==> src/rtl/if_id_pkg.sv <==
// rtl/if_id_pkg.sv - shared widths, constants and occupancy encodings for the IF/ID skid register
package if_id_pkg;

  localparam int                  DEF_INSTR_W   = 32;
  localparam int                  DEF_PC_W      = 32;
  localparam int unsigned         DEF_PC_INC    = 4;
  localparam logic [31:0]         DEF_NOP_INSTR = 32'h0000_0000;

  typedef enum logic [1:0] {
    OCC_EMPTY = 2'd0,
    OCC_ONE   = 2'd1,
    OCC_FULL  = 2'd2
  } occ_e;

endpackage

==> src/rtl/if_id_entry.sv <==
// rtl/if_id_entry.sv - one {valid, instr, pc_next} slot with load/clear enables and async reset
module if_id_entry #(
  parameter int                 INSTR_W   = 32,
  parameter int                 PC_W      = 32,
  parameter logic [INSTR_W-1:0] CLR_INSTR = '0
) (
  input  logic               clk,
  input  logic               rst_n,
  input  logic               i_load,
  input  logic               i_clear,
  input  logic [INSTR_W-1:0] i_instr,
  input  logic [PC_W-1:0]    i_pc_next,
  output logic               o_valid,
  output logic [INSTR_W-1:0] o_instr,
  output logic [PC_W-1:0]    o_pc_next
);

  logic               r_valid;
  logic [INSTR_W-1:0] r_instr;
  logic [PC_W-1:0]    r_pc_next;

  // Clear wins over load so a flush always empties the slot.
  always_ff @(posedge clk or negedge rst_n) begin
    if (!rst_n) begin
      r_valid   <= 1'b0;
      r_instr   <= CLR_INSTR;
      r_pc_next <= '0;
    end else if (i_clear) begin
      r_valid   <= 1'b0;
      r_instr   <= CLR_INSTR;
      r_pc_next <= '0;
    end else if (i_load) begin
      r_valid   <= 1'b1;
      r_instr   <= i_instr;
      r_pc_next <= i_pc_next;
    end
  end

  assign o_valid   = r_valid;
  assign o_instr   = r_instr;
  assign o_pc_next = r_pc_next;

endmodule

==> src/rtl/if_id_skid_reg.sv <==
// rtl/if_id_skid_reg.sv - IF/ID register with valid/ready handshake and 2-entry skid; IF_ID_STALL_CNT_EN adds StallCount
module if_id_skid_reg
  import if_id_pkg::*;
#(
  parameter int                 INSTR_W   = DEF_INSTR_W,
  parameter int                 PC_W      = DEF_PC_W,
  parameter int unsigned        PC_INC    = DEF_PC_INC,
  parameter logic [INSTR_W-1:0] NOP_INSTR = INSTR_W'(DEF_NOP_INSTR)
) (
  input  logic               Clk,
  input  logic               Reset_n,
  input  logic               in_valid,
  output logic               in_ready,
  input  logic [INSTR_W-1:0] InstructionIn,
  input  logic [PC_W-1:0]    PC,
  input  logic               flush,
  output logic               out_valid,
  input  logic               out_ready,
  output logic [INSTR_W-1:0] InstructionOut,
  output logic [PC_W-1:0]    PCID,
  output logic [1:0]         Occupancy
`ifdef IF_ID_STALL_CNT_EN
  ,
  output logic [15:0]        StallCount
`endif
);

  occ_e               r_occ;
  occ_e               w_occ_nxt;

  logic               w_acc;
  logic               w_con;
  logic               w_head_load;
  logic               w_head_clear;
  logic               w_head_from_skid;
  logic               w_skid_load;
  logic               w_skid_clear;

  logic [PC_W-1:0]    w_in_pc_next;
  logic [INSTR_W-1:0] w_head_din_instr;
  logic [PC_W-1:0]    w_head_din_pc;

  logic               w_head_valid;
  logic [INSTR_W-1:0] w_head_instr;
  logic [PC_W-1:0]    w_head_pc;
  logic               w_skid_valid;
  logic [INSTR_W-1:0] w_skid_instr;
  logic [PC_W-1:0]    w_skid_pc;

  assign w_in_pc_next = PC + PC_W'(PC_INC);

  // in_ready comes straight from the skid valid flop: no path from out_ready.
  assign in_ready = ~w_skid_valid;
  assign w_acc    = in_valid & in_ready;
  assign w_con    = w_head_valid & out_ready;

  always_ff @(posedge Clk or negedge Reset_n) begin
    if (!Reset_n) begin
      r_occ <= OCC_EMPTY;
    end else begin
      r_occ <= w_occ_nxt;
    end
  end

  always_comb begin
    w_occ_nxt        = r_occ;
    w_head_load      = 1'b0;
    w_head_clear     = 1'b0;
    w_head_from_skid = 1'b0;
    w_skid_load      = 1'b0;
    w_skid_clear     = 1'b0;
    if (flush) begin
      w_occ_nxt    = OCC_EMPTY;
      w_head_clear = 1'b1;
      w_skid_clear = 1'b1;
    end else begin
      case (r_occ)
        OCC_EMPTY: begin
          if (w_acc) begin
            w_occ_nxt   = OCC_ONE;
            w_head_load = 1'b1;
          end
        end
        OCC_ONE: begin
          if (w_acc && w_con) begin
            w_head_load = 1'b1;
          end else if (w_acc) begin
            w_occ_nxt   = OCC_FULL;
            w_skid_load = 1'b1;
          end else if (w_con) begin
            w_occ_nxt    = OCC_EMPTY;
            w_head_clear = 1'b1;
          end
        end
        OCC_FULL: begin
          if (w_con) begin
            w_occ_nxt        = OCC_ONE;
            w_head_load      = 1'b1;
            w_head_from_skid = 1'b1;
            w_skid_clear     = 1'b1;
          end
        end
        default: begin
          w_occ_nxt    = OCC_EMPTY;
          w_head_clear = 1'b1;
          w_skid_clear = 1'b1;
        end
      endcase
    end
  end

  assign w_head_din_instr = w_head_from_skid ? w_skid_instr : InstructionIn;
  assign w_head_din_pc    = w_head_from_skid ? w_skid_pc    : w_in_pc_next;

  if_id_entry #(
    .INSTR_W   (INSTR_W),
    .PC_W      (PC_W),
    .CLR_INSTR (NOP_INSTR)
  ) u_head (
    .clk       (Clk),
    .rst_n     (Reset_n),
    .i_load    (w_head_load),
    .i_clear   (w_head_clear),
    .i_instr   (w_head_din_instr),
    .i_pc_next (w_head_din_pc),
    .o_valid   (w_head_valid),
    .o_instr   (w_head_instr),
    .o_pc_next (w_head_pc)
  );

  if_id_entry #(
    .INSTR_W   (INSTR_W),
    .PC_W      (PC_W),
    .CLR_INSTR (NOP_INSTR)
  ) u_skid (
    .clk       (Clk),
    .rst_n     (Reset_n),
    .i_load    (w_skid_load),
    .i_clear   (w_skid_clear),
    .i_instr   (InstructionIn),
    .i_pc_next (w_in_pc_next),
    .o_valid   (w_skid_valid),
    .o_instr   (w_skid_instr),
    .o_pc_next (w_skid_pc)
  );

  assign out_valid      = w_head_valid;
  assign InstructionOut = w_head_valid ? w_head_instr : NOP_INSTR;
  assign PCID           = w_head_valid ? w_head_pc    : '0;
  assign Occupancy      = r_occ;

`ifdef IF_ID_STALL_CNT_EN
  logic [15:0] r_stall_cnt;

  // Saturating count of decode stalls; only reset clears it.
  always_ff @(posedge Clk or negedge Reset_n) begin
    if (!Reset_n) begin
      r_stall_cnt <= '0;
    end else if (w_head_valid && !out_ready && (r_stall_cnt != 16'hFFFF)) begin
      r_stall_cnt <= r_stall_cnt + 16'd1;
    end
  end

  assign StallCount = r_stall_cnt;
`endif

endmodule

==> config.mk <==
export PLATFORM = sky130hd
export DESIGN_NAME = if_id_skid_reg
export DESIGN_NICKNAME = d
export VERILOG_FILES = /design/src/rtl/if_id_pkg.sv /design/src/rtl/if_id_entry.sv /design/src/rtl/if_id_skid_reg.sv
export SDC_FILE = /design/constraint.sdc
export NUM_CORES = 1
export LEC_CHECK = 0
export ABC_AREA = 1
export CAP_MARGIN = 20
export CORE_UTILIZATION = 64
export DETAILED_ROUTE_END_ITERATION = 10
export DONT_BUFFER_PORTS = 1
export PLACE_DENSITY = 0.8
export SLEW_MARGIN = 30
export SYNTH_ARGS = -nofsm -noshare
export SYNTH_HDL_FRONTEND = slang
export SYNTH_SLANG_ARGS = --single-unit
==> constraint.sdc <==
create_clock -name Clk -period 2.1 [get_ports Clk]
set_clock_uncertainty 0.2 [all_clocks]
set_input_delay 0.21 -clock Clk [delete_from_list [all_inputs] [get_ports Clk]]
set_output_delay 0.21 -clock Clk [all_outputs]
set_load 0.01 [all_outputs]
==> results of run 1 <==
placed cells by master, fill, tap and decap left out, drive strengths merged, types with 11 or more instances in the layout:
| master | synthesis | routed |
|---|---|---|
| nand2 | 410 | 410 |
| inv | 150 | 150 |
| dfrtp | 132 | 132 |
| dlygate4sd3 | 0 | 74 |
| o21ai | 59 | 59 |
| nor2 | 48 | 48 |
| o211ai | 40 | 40 |
| clkbuf | 14 | 22 |
| a21oi | 20 | 20 |
| nand3 | 19 | 19 |
| o22ai | 15 | 15 |
| buf | 30 | 13 |
| nand3b | 11 | 11 |
kinds of logic (layout without fill, tap and decap cells):
family	Yosys count	in the layout	share of synthesized area [%]
and+or+nand+nor	489	489	27.7
buffers and inverters	194	269	11.8
xor gates and xnor gates	14	14	1.75
adders and majority gates	1	1	0.179
AOI/OAI and AO/OA	135	135	11.4
DFF	132	132	47.1
metal layers:
metal / vias up / track usage (%) / share of wire, %
met5: - / 0 / 0
met2: 324 / 58.2 / 47
met3: 61 / 8.09 / 7.3
li1: 3095 / - / -
met1: 3145 / 46.0 / 42
met4: 0 / 15.5 / 2.9
worst max-delay path, stage by stage (launching register included):
cell	delay (ps)
sky130_fd_sc_hd__dfrtp_2	460
sky130_fd_sc_hd__inv_2	130
sky130_fd_sc_hd__nand3_2	160
sky130_fd_sc_hd__nor2_4	170
sky130_fd_sc_hd__buf_12	350
sky130_fd_sc_hd__nand2_1	140
sky130_fd_sc_hd__o211ai_1	160
sky130_fd_sc_hd__nand2_1	80
layout make-up:
cell class / count / area share [%]
sequential: 132 / 39.3
clock inverter: 9 / 1.23
tap: 136 / 2.02
timing repair buffer: 88 / 11.0
multi-input combinational: 639 / 34.3
clock buffer: 22 / 5.50
inverter: 150 / 6.69
worst paths after layout:
| path | end | slack, ps | cells after the start |
|---|---|---|---|
| max | u_head.o_instr[6]$_DFFE_PN0P_ | 60 | 7 |
| max in group asynchronous | u_skid.o_instr[4]$_DFFE_PN0P_ | 2320 | 0 |
| min | u_head.o_instr[24]$_DFFE_PN0P_ | -820 | 0 |
| min in group Clk | u_skid.o_pc_next[23]$_DFFE_PN0P_ | 20 | 5 |
| max reg2reg | u_head.o_instr[6]$_DFFE_PN0P_ | 60 | 7 |
| min reg2reg | u_head.o_instr[24]$_DFFE_PN0P_ | 280 | 2 |
power by group through the flow:
stage / clock (µW) / sequential, µW / combinational [µW]
2_1_floorplan: 0 / 2950 / 707
3_3_place_gp: 0 / 2960 / 887
3_5_place_dp: 0 / 2980 / 925
4_1_cts: 2870 / 2940 / 1090
5_1_grt: 2980 / 2970 / 1230
6_report: 2840 / 2940 / 1110
through the flow:
step | area, µm² | hold slack, ps | utilization [%] | worst slack (ps)
4_1_cts | 8400 | -837 | 80.3 | 78.1
3_5_place_dp | 7080 | -283 | 67.7 | 190
3_3_place_gp | 7080 | -282 | 67.7 | 305
2_1_floorplan | 7010 | -286 | - | 451
5_1_grt | 8410 | -836 | 80.4 | 4.67
6_report | 8410 | -817 | 80.4 | 64.8
registers in the layout, indices dropped and copies added (netlist names):
register          cells
Occupancy             2
u_skid.o_pc_next     32
u_skid.o_instr       32
u_head.o_pc_next     32
u_head.o_valid        1
u_head.o_instr       32
u_skid.o_valid        1
what timing repair did:
action / 4_1_cts / 5_1_grt
gates resized for setup: 2 / 4
endpoints found under the setup margin: 64 / 11
endpoints found under the hold margin: 263 / 132
buffers inserted: 0 / 0
==> metrics.md, run 1 <==
| Metric | Value |
|---|---|
| Run status | finished with violations |
| Violations in the final reports | negative hold slack |
| Vert. Die Dim | 107 µm |
| Synthesis-stage register bit count | 132 |
| Area of combinational cells with multiple inputs | 2880 µm² |
| CP endpoint kind | register |
| Top_reg_cell synth | sky130_fd_sc_hd__dfrtp_1 |
| Area fraction of the dominant cell type after synthesis | 47.1% |
| Sequential element share of the synthesized area | 47.1% |
| Fraction of synthesis flops using an asynchronous set or reset pin | 100% |
| Via count of the first global-routing pass | 6684 |
| Setup_tns | 0 ps |
| Kind of launch point of the worst setup path | register |
| Number of distinct library cell variants in the gate-level netlist after synthesis | 27 |
| Clock latency on the worst-skew pair | 520 ps |
| DRT iter0 DRCs | 736 |
| Most frequent cells after synthesis | sky130_fd_sc_hd__nand2_1, sky130_fd_sc_hd__inv_1, sky130_fd_sc_hd__dfrtp_1 |
| Via count normalized by instance count | 5.63 |
| Number of setup violations in the final report | 0 |
| Highest attainable clock frequency | 491 MHz |
| Number of pins with negative max-slew slack in the final report | 0 |
| Arrival time of data at the critical path endpoint | 2240 ps |
| TritonCTS clock tree | yes |
| Routability cong. | 0.886 |
| Wire length of the first global-routing pass | 31.7 mm |
| Inst Count DP | 1070 |
| Seq pwr share | 42.7% |
| Worst-case clock buffer depth | 2 |
| Largest area contributor in the synthesized netlist | sky130_fd_sc_hd__dfrtp_1 |
| Fillers | 709 |
| Worst hold path class | primary input to async pin |
| Net count after synthesis | 1035 |
| Net switching power | 1940 µW |
| I/O Buffers | 0 |
| GRT Total Usage | 35.7% |
| Non-filler instance count after layout | 1176 |
| Effective utilization at floorplan | 67.0% |
| Total power | 6900 µW |
| Clock transition at path regs | 60 ps |
| CTS H-Tree Depth | 4 |
| DRT Pass-1 Iters | 8 |
| # diodes | 0 |
| Number of vias in the routed layout | 6625 |
| Post-detailed-route wirelength per cell | 16.3 µm |
| Final critical-path required period | 2040 ps |
| Unrepaired setup endpoints after global routing | false |
| Most common cell in the synthesized netlist | sky130_fd_sc_hd__nand2_1 |
| Seq. cell area | 3310 µm² |
| Tightest slew margin relative to the limit | 70.3% |
| Number of clock sinks | 132 |
| Final hold vios | 132 |
| Yosys warning total | 0 |
| Layout net count | 1098 |
| DRC violation count after routing | 0 |
| Setup CP Type | register to register |
| Top fanout value on the critical path | 93 |
| Largest net degree at the start of global routing | 133 |
| Antenna violations before repair | 0 |
| Die Wd | 107 µm |
| Comb pwr share | 16.2% |
| WL final | 19.2 mm |
| Total I/O pin count | 137 |
| Critical Path Start | Occupancy[0]$_DFFE_PN0P_ |
| Layout Area Growth over Synthesis | 20.1% |
| Tcrit/Tclk final | 96.9% |
| Transition time at the pin with the least slew margin | 446 ps |
| RR Startpoint | Occupancy[0]$_DFFE_PN0P_ |
| Clock network fraction of total power | 41.2% |
| Count of nets left with antenna violations after detail routing | 0 |
| Placement Rows | 37 |
| Number of buffers created by CTS | 17 |
| Leakage power | 0.00450 µW |
| Post-synthesis cell count | 965 |
| Syn Std Cell Area | 7010 µm² |
| Power per cell area | 820 nW/µm² |
| Sum of net half-perimeters after detailed placement | 11.3 mm |
| Total grt overflow | 0 |
| Design internal power | 4960 µW |
| Ratio of cells with drive above 1 in the final layout | 6.06% |
| Cell chosen for the clock root | sky130_fd_sc_hd__clkbuf_8 |
| Die area | 11400 µm² |
| Placeable core area | 10500 µm² |
| Final worst hold slack | -817 ps |
| Switching portion of total power | 28.1% |
| Worst IR drop on VDD | 0.000536 V |
| Most area-consuming cells after synthesis | sky130_fd_sc_hd__dfrtp_1, sky130_fd_sc_hd__nand2_1, sky130_fd_sc_hd__inv_1 |
| Number of flops mapped to enable cells by yosys | 0 |
| Cts-stage hold buffer count | 75 |
| Crit path required time | 2300 ps |
| MaxCap Viol Count | 0 |
| Syn avg cell area | 7.26 µm² |
Note: power is estimated with default switching activity, not from simulation.
==> run 2, diff against run 1 <==
--- a/config.mk
+++ b/config.mk
@@ -10,7 +10,9 @@
 export CORE_UTILIZATION = 64
 export DETAILED_ROUTE_END_ITERATION = 10
 export DONT_BUFFER_PORTS = 1
+export GPL_TIMING_DRIVEN = 0
 export PLACE_DENSITY = 0.8
+export SETUP_SLACK_MARGIN = 0.2
 export SLEW_MARGIN = 30
 export SYNTH_ARGS = -nofsm -noshare
 export SYNTH_HDL_FRONTEND = slang
==> run 2 against run 1 <==
The run ends with negative hold slack, negative setup slack left; global-route usage rose by 0.21 points; hold slack worse by 35 ps; register-to-register slack got worse by 90 ps; first-iteration DRC count rose by 65%; final cell count is 5.0% higher; largest power group is now clock.
==> metrics.md, run 2 (synthesized netlist as in run 1, its figures left out) <==
| Metric | Value |
|---|---|
| Run status | finished with violations |
| Violations in the final reports | negative hold slack, negative setup slack |
| Tightest slew margin relative to the limit | 67.5% |
| Worst hold path class | primary input to async pin |
| Number of setup violations in the final report | 2 |
| Wire length of the first global-routing pass | 31.4 mm |
| Area of combinational cells with multiple inputs | 3030 µm² |
| Non-filler instance count after layout | 1235 |
| Final worst hold slack | -852 ps |
| DRT Pass-1 Iters | 7 |
| Die area | 11400 µm² |
| DRT iter0 DRCs | 1214 |
| I/O Buffers | 0 |
| Placeable core area | 10500 µm² |
| WL final | 26.5 mm |
| Crit path required time | 2310 ps |
| Tcrit/Tclk final | 101% |
| Die Wd | 107 µm |
| Via count normalized by instance count | 6.37 |
| Fillers | 420 |
| Sum of net half-perimeters after detailed placement | 12.3 mm |
| DRC violation count after routing | 0 |
| TritonCTS clock tree | yes |
| Largest net degree at the start of global routing | 133 |
| Final critical-path required period | 2130 ps |
| Most frequent standard cell in the layout excluding fill and tap cells | sky130_fd_sc_hd__nand2_1 |
| CP endpoint kind | register |
| Number of pins with negative max-slew slack in the final report | 0 |
| Worst-case clock buffer depth | 2 |
| Clock transition at path regs | 70 ps |
| Fin util | 89.6% |
| Area of placed instances | 7180 µm² |
| CTS H-Tree Depth | 4 |
| Post-detailed-route wirelength per cell | 21.5 µm |
| Seq. cell area | 3310 µm² |
| Cts-stage hold buffer count | 70 |
| Vert. Die Dim | 107 µm |
| Layout Area Growth over Synthesis | 33.8% |
| Worst IR drop on VDD | 0.000503 V |
| Inst Count DP | 1101 |
| Top fanout value on the critical path | 5 |
| Commonest cells after routing, fill and taps aside | sky130_fd_sc_hd__nand2_1, sky130_fd_sc_hd__dfrtp_1, sky130_fd_sc_hd__inv_1 |
| Setup CP Type | register to register |
| Count of nets left with antenna violations after detail routing | 0 |
| Number of clock sinks | 132 |
| Number of buffers created by CTS | 17 |
| Routability cong. | 0.956 |
| Ratio of cells with drive above 1 in the final layout | 17.5% |
| Power per cell area | 828 nW/µm² |
| Antenna violations before repair | 0 |
| Total I/O pin count | 137 |
| Number of vias in the routed layout | 7866 |
| Unrepaired setup endpoints after global routing | true |
| Kind of launch point of the worst setup path | register |
| Total grt overflow | 0 |
| MaxCap Viol Count | 0 |
| Final critical-path setup slack | -27.5 ps |
| # diodes | 0 |
| Effective utilization at floorplan | 67.0% |
| Arrival time of data at the critical path endpoint | 2330 ps |
| Leakage power | 0.00490 µW |
| Layout net count | 1156 |
| GRT Total Usage | 35.9% |
| Final hold vios | 133 |
| Placement Rows | 37 |
| Clock latency on the worst-skew pair | 550 ps |
| Fin area | 9370 µm² |
| Highest attainable clock frequency | 470 MHz |
| Via count of the first global-routing pass | 6679 |
| Transition time at the pin with the least slew margin | 483 ps |
| Cell chosen for the clock root | sky130_fd_sc_hd__clkbuf_8 |
-- run 2: cell count changes in the layout (fill, tap and decap cells not counted), sizes merged --
cell          previous run  this run
dlygate4sd3             74        65
clkinv                   5         7
dlymetal6s4s             1         5
buf                     13        59
clkbuf                  22        36
bufinv                   2         4
-- run 2: final timing paths --
| check | endpoint | slack (ps) | startpoint | cells after the start |
|---|---|---|---|---|
| max in group asynchronous | Occupancy[1]$_DFFE_PN0P_ | 2360 | Reset_n | 0 |
| min in group Clk | u_skid.o_pc_next[30]$_DFFE_PN0P_ | 0 | PC[14] | 8 |
| max reg2reg | u_head.o_instr[20]$_DFFE_PN0P_ | -30 | u_head.o_valid$_DFFE_PN0P_ | 10 |
| min | u_skid.o_instr[18]$_DFFE_PN0P_ | -850 | Reset_n | 0 |
| min reg2reg | u_skid.o_pc_next[3]$_DFFE_PN0P_ | 280 | u_skid.o_pc_next[3]$_DFFE_PN0P_ | 2 |
| max | u_head.o_instr[20]$_DFFE_PN0P_ | -30 | u_head.o_valid$_DFFE_PN0P_ | 10 |
-- run 2: layout make-up --
class / instances / area share, %
Sequential cell: 132 / 35.3
Multi-Input combinational cell: 639 / 32.3
Timing Repair Buffer: 102 / 12.7
Inverter: 150 / 6.22
Clock buffer: 19 / 4.60
Clock inverter: 13 / 1.94
Tap cell: 136 / 1.82
Buffer: 44 / 5.18
-- run 2: worst max-delay path: stages, from the launching register on --
cell,delay [ps]
sky130_fd_sc_hd__dfrtp_2,530
sky130_fd_sc_hd__nand2_4,110
sky130_fd_sc_hd__inv_4,90
sky130_fd_sc_hd__nand3_4,100
sky130_fd_sc_hd__nor2_4,150
sky130_fd_sc_hd__buf_12,140
sky130_fd_sc_hd__clkbuf_16,160
sky130_fd_sc_hd__clkbuf_16,140
sky130_fd_sc_hd__nand2_1,60
sky130_fd_sc_hd__o211ai_1,120
sky130_fd_sc_hd__nand2_1,160
-- run 2: timing repair --
action                                  4_1_cts  5_1_grt
buffers inserted                              2       18
cloned                                        0       12
resized for setup                            37      173
endpoints found under the setup margin      182      184
pin swaps                                     3       25
endpoints found under the hold margin       264      132
-- run 2: per-layer routing --
layer / track usage, % / part of all wire, % / wire (µm)
met3: 7.17 / 12 / 3220
met1: 45.8 / 34 / 9040
met4: 15.3 / 7.7 / 2060
met2: 59.8 / 46 / 12200
met5: 0 / 0 / 0
-- run 2: where the power goes --
part	switching, µW	total [µW]	internal (µW)
combinational	953	1590	632
sequential	193	3000	2810
clock	1220	3180	1960
-- run 2: per-stage QoR --
step / total power [µW] / setup WS (ps) / setup TNS (ps) / hold slack [ps]
after floorplan: 3650 / 451 / 0 / -286
after global placement: 3870 / -107 / -874 / -283
after detailed placement: 3920 / -121 / -1040 / -283
after CTS: 7170 / 98.4 / 0 / -833
after global routing: 7910 / -69.8 / -156 / -852
final: 7760 / -27.5 / -34.9 / -852
